File: config.mk
export PLATFORM = sky130hd
export DESIGN_NAME = e3_div_9
export DESIGN_NICKNAME = d
export VERILOG_FILES = /design/src/rtl/e3_div_9.sv
export SDC_FILE = /design/constraint.sdc
export NUM_CORES = 1
export LEC_CHECK = 0
export BUFFER_PORTS_ARGS = -buffer_cell sky130_fd_sc_hd__buf_2
export CAP_MARGIN = 20
export CORE_UTILIZATION = 30
export DETAILED_ROUTE_END_ITERATION = 8
export PLACE_DENSITY = 0.59
export SYNTH_ARGS = -nofsm -noshare
export SYNTH_HDL_FRONTEND = slang
export SYNTH_SLANG_ARGS = --single-unit
File: constraint.sdc
create_clock -name clk -period 3.9 [get_ports clk]
set_input_delay 0.39 -clock clk [delete_from_list [all_inputs] [get_ports clk]]
set_output_delay 0.39 -clock clk [all_outputs]
set_load 0.01 [all_outputs]
File: src/rtl/e3_div_9.sv
// Excess-3 two-digit divide-by-9 by repeated digit-wise subtraction, one step per clock.
// Optional operand code check enabled by defining E3_DIV9_CHECK_EN.
module e3_div_9 (
  input  logic       clk,
  input  logic       rst_b,
  input  logic       in_valid,
  output logic       in_ready,
  input  logic [3:0] e3_d,
  input  logic [3:0] e3_u,
  output logic       out_valid,
  input  logic       out_ready,
  output logic [3:0] e3_q_d,
  output logic [3:0] e3_q_u,
  output logic [3:0] e3_rem,
  output logic       err
);

  localparam logic [3:0] E3_ZERO = 4'b0011;
  localparam logic [3:0] E3_NINE = 4'b1100;

  typedef enum logic [1:0] {IDLE, CALC, DONE} state_t;

  state_t     state_q, state_d;
  logic [3:0] acc_d_q, acc_d_d, acc_u_q, acc_u_d;
  logic [3:0] q_d_q, q_d_d, q_u_q, q_u_d;
  logic [3:0] rem_q, rem_d;
  logic [3:0] cnt_q, cnt_d;
  logic       err_q, err_d;
  logic       ge9, accept, bad, step_ok;

  assign ge9     = (acc_d_q != E3_ZERO) || (acc_u_q == E3_NINE);
  assign accept  = in_valid && (state_q == IDLE);
  // Step counter caps CALC at 16 edges even for garbage codes.
  assign step_ok = ge9 && (cnt_q != 4'hF);

`ifdef E3_DIV9_CHECK_EN
  assign bad = (e3_d < E3_ZERO) || (e3_d > E3_NINE) ||
               (e3_u < E3_ZERO) || (e3_u > E3_NINE);
`else
  assign bad = 1'b0;
`endif

  always_ff @(posedge clk) begin
    if (!rst_b) begin
      state_q <= IDLE;
      acc_d_q <= 4'b0;
      acc_u_q <= 4'b0;
      q_d_q   <= E3_ZERO;
      q_u_q   <= E3_ZERO;
      rem_q   <= E3_ZERO;
      cnt_q   <= 4'b0;
      err_q   <= 1'b0;
    end else begin
      state_q <= state_d;
      acc_d_q <= acc_d_d;
      acc_u_q <= acc_u_d;
      q_d_q   <= q_d_d;
      q_u_q   <= q_u_d;
      rem_q   <= rem_d;
      cnt_q   <= cnt_d;
      err_q   <= err_d;
    end
  end

  always_comb begin
    state_d = state_q;
    case (state_q)
      IDLE:    if (accept) state_d = bad ? DONE : CALC;
      CALC:    if (!step_ok) state_d = DONE;
      DONE:    if (out_ready) state_d = IDLE;
      default: state_d = IDLE;
    endcase
  end

  always_comb begin
    acc_d_d = acc_d_q;
    acc_u_d = acc_u_q;
    q_d_d   = q_d_q;
    q_u_d   = q_u_q;
    rem_d   = rem_q;
    cnt_d   = cnt_q;
    err_d   = err_q;
    if (state_q == IDLE && accept) begin
      acc_d_d = e3_d;
      acc_u_d = e3_u;
      q_d_d   = E3_ZERO;
      q_u_d   = E3_ZERO;
      cnt_d   = 4'b0;
      err_d   = bad;
      if (bad) rem_d = E3_ZERO;
    end else if (state_q == CALC) begin
      if (step_ok) begin
        // x9 -> x0 leaves tens alone; otherwise borrow a ten and add one unit (-10+1).
        if (acc_u_q == E3_NINE) begin
          acc_u_d = E3_ZERO;
        end else begin
          acc_u_d = acc_u_q + 4'd1;
          acc_d_d = acc_d_q - 4'd1;
        end
        if (q_u_q == E3_NINE) begin
          q_u_d = E3_ZERO;
          q_d_d = q_d_q + 4'd1;
        end else begin
          q_u_d = q_u_q + 4'd1;
        end
        cnt_d = cnt_q + 4'd1;
      end else begin
        rem_d = acc_u_q;
      end
    end
  end

  always_comb begin
    in_ready  = (state_q == IDLE);
    out_valid = (state_q == DONE);
    e3_q_d    = q_d_q;
    e3_q_u    = q_u_q;
    e3_rem    = rem_q;
    err       = err_q;
  end

endmodule
======== Word-level counts from Yosys, hierarchy flattened ========
Index checks and enable logic that the tools add are counted.
storage, ports and cells
  flip-flop bits (word level) ............. 26
  bits in latches ......................... 0
  bits in writable memories ............... 0
  ROM bits ................................ 0
  input bits .............................. 12
  output and inout bits ................... 15
  word-level logic and storage cells ...... 52
  memories ................................ 0
operators by class
  $add $sub $neg .......................... 5
  multiply operators ...................... 0
  divide/modulo/power cells ............... 0
  order comparisons ....................... 0
  equal/unequal tests ..................... 10
  shift operators ......................... 0
  multiplexer cells ....................... 13
  bitwise gates (word level) .............. 3
  reduce and logical (&&, ||, !) cells .... 14
operator list
  cell                   count
  $mux W4                9
  $add A4 B1 Y4 const B  4
  $reduce_and A3 Y1      4
  $eq A4 B4 Y1 const B   2
  $mux W2                3
  $ne A2 B1 Y1 const B   3
  $pmux W2 S3            1
  $ne A4 B2 Y1 const B   1
  $ne A4 B4 Y1 const B   1
  $reduce_and A2 Y1      2
  $reduce_bool A2 Y1     2
  $sub A4 B1 Y4 const B  1
  $logic_and A1 B1 Y1    3
  $not A1 Y1             3
  $eq A2 B1 Y1 const B   1
  $eq A2 B2 Y1 const B   1
  $logic_not A2 Y1       1
  $ne A2 B2 Y1 const B   1
  $reduce_or A2 Y1       1
  $logic_or A1 B1 Y1     1

======== Longest topological paths before layout ========
  depth after elaboration ................. 6
  gate-level depth with buffers ........... 7
  mapped depth without buffers ............ 6

======== Worst setup path after synthesis ========
Ideal clock, no wire load.
  kind .................................... reg2reg
  start point ............................. register cnt_q[0]
  end point ............................... register acc_d_q[2]
  library setup time ...................... 0.122 ns
  data arrival time ....................... 1.568 ns
  data required time ...................... 3.778 ns
  slack ................................... 2.211 ns
  stages on the path, launching flop included .. 7
  path buffers ............................ 1
  clock period less this slack ............ 1.689 ns
  path through ............................ dfxtp_1 -> ha_1 -> and3_1 -> clkbuf_1 -> nor4_1 -> and3_1 -> nor3_1
on the way
  word-level cells in the longest chain between the ends .. 4
RTL lines
  element                              line  source
  start, declared                      27    logic [3:0] cnt_q, cnt_d;
  start signal, assigned               60    cnt_q <= cnt_d;
  $ne A4 B4 Y1                         34    assign step_ok = ge9 && (cnt_q != 4'hF);
  $logic_and A1 B1 Y1                  34
  $reduce_bool A2 Y1 (no source line)  -
  $reduce_and A3 Y1 (no source line)   -
  end signal, assigned                 46    acc_d_q <= 4'b0;
  end signal, assigned                 55    acc_d_q <= acc_d_d;
  end, declared                        24    logic [3:0] acc_d_q, acc_d_d, acc_u_q, acc_u_d;
No other way between the ends.
A chain may end at the register's enable or synchronous reset.

======== Worst setup path after layout ========
  start point ............................. register cnt_q[0]
  end point ............................... register acc_u_q[0]
on the way
  word-level cells in the longest chain between the ends .. 4
RTL lines
  element                              line  source
  $ne A4 B4 Y1                         34
  $logic_and A1 B1 Y1                  34
  $reduce_bool A2 Y1 (no source line)  -
  $reduce_and A2 Y1 (no source line)   -
  end signal, assigned                 56    acc_u_q <= acc_u_d;
  end, declared                        24
No other way between the ends.

==> impl_metrics.csv <==
group,metric,value,unit
outcome,outcome,"complete, no violations",
worst_setup_path,r2r-start,"cnt_q[0]",
cts,clk_latency,270,ps
worst_setup_path,r2r_slack,1800,ps
placement,gp_congestion,0.7784,
cts,clock_path_buffers,2,
worst_setup_path,cp.arrival,2300,ps
floorplan,fp.dieArea,0.004880,mm2
yosys,synthCells,155,
route,met2_length,1360,um
cts,cts_made_buffers,3,
route,drt_first_pass_iters,4,
worst_setup_path,slowest_stage,"a211oi_2",
route,vias,1153,
route,ant_nets,0,
grt,antenna_found_initial,0,
floorplan,start_util,31.51,%
worst_setup_path,start_kind,"register",
yosys,ys_seq_area_share,37.68,%
grt,gr-total-overflow,0,
hold_path,min_from,"e3_u[3]",
sta,maxSlewViolCount,0,
route,drt-total-wl,2923,um
yosys,synth_most_common_cell,"dfxtp_1",
sta,hold_violations,0,
sta,maxSlewHeadroom,40.72,%
sta,finalClockSkew,9.724,ps
yosys,synth-edff-count,0,
cts,cts-root-buf,"clkbuf_8",
grt,grt_pass1_wl,4816,um
power_and_ir_drop,power_density,356.5,mW/mm2
layout,areaGrowthSynthToFinish,15.40,%
route,wl_per_cell,12.76,um
floorplan,die_h,69.86,um
layout,n_fill_cell,467,
sta,setup_slack,1800,ps
cts,clk_pin_slew,100,ps
route,wl_met1,1416,um
worst_setup_path,path_cells,"ha_1 > and3_1 > a211oi_2 > nor2_1 > a211oi_1",
yosys,ys_types,46,
yosys,async_flop_share,0,%
sta,fin_crit,2100,ps
worst_setup_path,crit_end,"acc_u_q[0]",
cts,cts_tree,"yes",
floorplan,io_pins,27,
cts,cts_resized,0,
worst_setup_path,reg2regPathDepth,5,
yosys,yosysTopAreaCellShare,37.68,%
worst_setup_path,path_depth,5,
sta,fin_crit_sh,53.83,%
layout,final_nets,198,
yosys,synth_top_area_cell,"dfxtp_1",
worst_setup_path,max_stage_delay,770,ps
grt,grt_pass1_vias,1055,
layout,final-seq-area,520.5,um2
route,wl_met3,128,um
route,top_layer_used,"met4",
placement,pre_cts_slack,1803,ps
cts,clock-sinks,26,
yosys,ys_top_cells_by_area,"dfxtp_1, ha_1, xnor2_1",
run,maxCapViolations,0,
worst_setup_path,crit_type,"register to register",
placement,dpl.hpwl,2167,um
yosys,syn-num-nets,175,
grt,gr-usage-all-layers,12.22,%
route,first_iter_violations,79,
yosys,ys.warnings.count,0,
yosys,syn_area,0.001381,mm2
layout,multi_input_area,794.5,um2
floorplan,core,0.004384,mm2
route,via_per_inst,5.035,
yosys,synth_seq_cells,26,
worst_setup_path,r2r-end,"acc_u_q[0]",
hold_path,hold_class,"input pin to register",
sta,setup_violations,0,
route,post-route-drc-count,0,
worst_setup_path,worst_path_dominant_cell_family,"compound AO/OA/AOI/OAI gates",
layout,antenna-diode-count,0,
worst_setup_path,cp_max_fo,12,
cts,htree_levels,1,
layout,drive_above_1_share,22.03,%
floorplan,placementRows,24,
sta,worst_pin_slew,887.6,ps
sta,clock.fmax,476.3,MHz
power_and_ir_drop,ir_worst_vdd,165.5,uV
worst_setup_path,cp.buffers_inverters,0,
yosys,syn_avg_cell_area,8.912,um2
yosys,synth.top_cells.by_count,"dfxtp_1, nor2_1, nand2_1",
placement,io_buffer_count,25,
sta,rsz0062_at_grt,"false",
yosys,synthFlopType,"dfxtp_1",
cts,cts.hold.buffers_added,0,
worst_setup_path,cp-startpoint,"cnt_q[0]",
cts,cts_setup_buffers,0,
power_and_ir_drop,p_leak,0.6445,nW
worst_setup_path,endpoint_kind,"register",
floorplan,die-width,69.86,um
sta,setup_tns,0,ps
grt,grt_max_degree,17,
worst_setup_path,cp.required,4100,ps
metal layers:
layer | global-route usage (%) | vias up
met5 | 0 | -
li1 | - | 600
met1 | 15.18 | 532
met3 | 3.463 | 2
met4 | 2.667 | 0
met2 | 20.94 | 19
power breakdown:
group | internal, mW | switching [mW] | leakage [nW]
combinational | 0.0395 | 0.0532 | 0.403
clock | 0.0903 | 0.0865 | 0.0288
sequential | 0.280 | 0.0188 | 0.212
cell families after synthesis:
logic type               share of synthesized area [%]
AO/OA/AOI/OAI                                    17.85
other                                           0.2715
multiplexers                                     3.623
flip-flops                                       37.68
buffers and inverters                            4.800
AND/OR/NAND/NOR                                  24.09
XOR/XNOR                                         4.438
adder cells (fa/ha/maj)                          7.247
layout make-up:
| class | instances | area share, % |
|---|---|---|
| Tap cell | 52 | 4.082 |
| Multi-Input combinational cell | 114 | 49.84 |
| Timing Repair Buffer | 26 | 8.320 |
| Inverter | 7 | 1.648 |
| Sequential cell | 26 | 32.65 |
| Clock buffer | 4 | 3.454 |
layout by cell type (no fill, tap or decap), types with 2 or more instances in the layout:
cell       n
nand2_1   12
nand3_1    8
dfxtp_1   26
and3_1     2
or3b_2     2
nor2_1    14
o311ai_0   2
nor3b_1    2
ha_1       8
inv_1      7
buf_2     25
nand4_1    4
clkbuf_8   4
o21ai_0    5
a211oi_1   2
mux2i_1    5
nor2b_1    3
nor3_1     5
xnor2_1    7
a21oi_1    8
worst reg2reg max path, cell delays in order, from the launching register on:
cell and delay, ps:
dfxtp_1 350, ha_1 240, and3_1 260, a211oi_2 770, nor2_1 160, a211oi_1 260
stage by stage:
step | utilization (%) | total power, mW | cells | cell area [um2] | hold slack (ps)
final | 36.36 | 0.5683 | 229 | 1594 | 344.3
after global routing | 36.36 | 0.5970 | 229 | 1594 | 353.7
after CTS | 36.36 | 0.5751 | 229 | 1594 | 340.8
after detailed placement | 35.10 | 0.3976 | 225 | 1539 | 443.1
after global placement | 35.10 | 0.3967 | 225 | 1539 | 443.6
after floorplan | - | 0.3718 | 155 | 1381 | 479.0
how the worst min path moves through the flow:
stage / end / slack (ps) / depth (start not counted)
6_report: acc_u_q[3] / 340 / 3
3_5_place_dp: e3_rem[3] / 440 / 2
5_1_grt: acc_u_q[3] / 350 / 3
3_3_place_gp: e3_rem[2] / 440 / 2
4_1_cts: acc_u_q[3] / 340 / 3
2_1_floorplan: e3_rem[2] / 480 / 2
state kept, by name, summed over array words and instances (netlist names):
| register | cells |
|---|---|
| cnt_q | 4 |
| e3_q_d | 4 |
| acc_d_q | 4 |
| e3_rem | 4 |
| e3_q_u | 4 |
| state_q | 2 |
| acc_u_q | 4 |
Power figures use the tool's default switching activity.
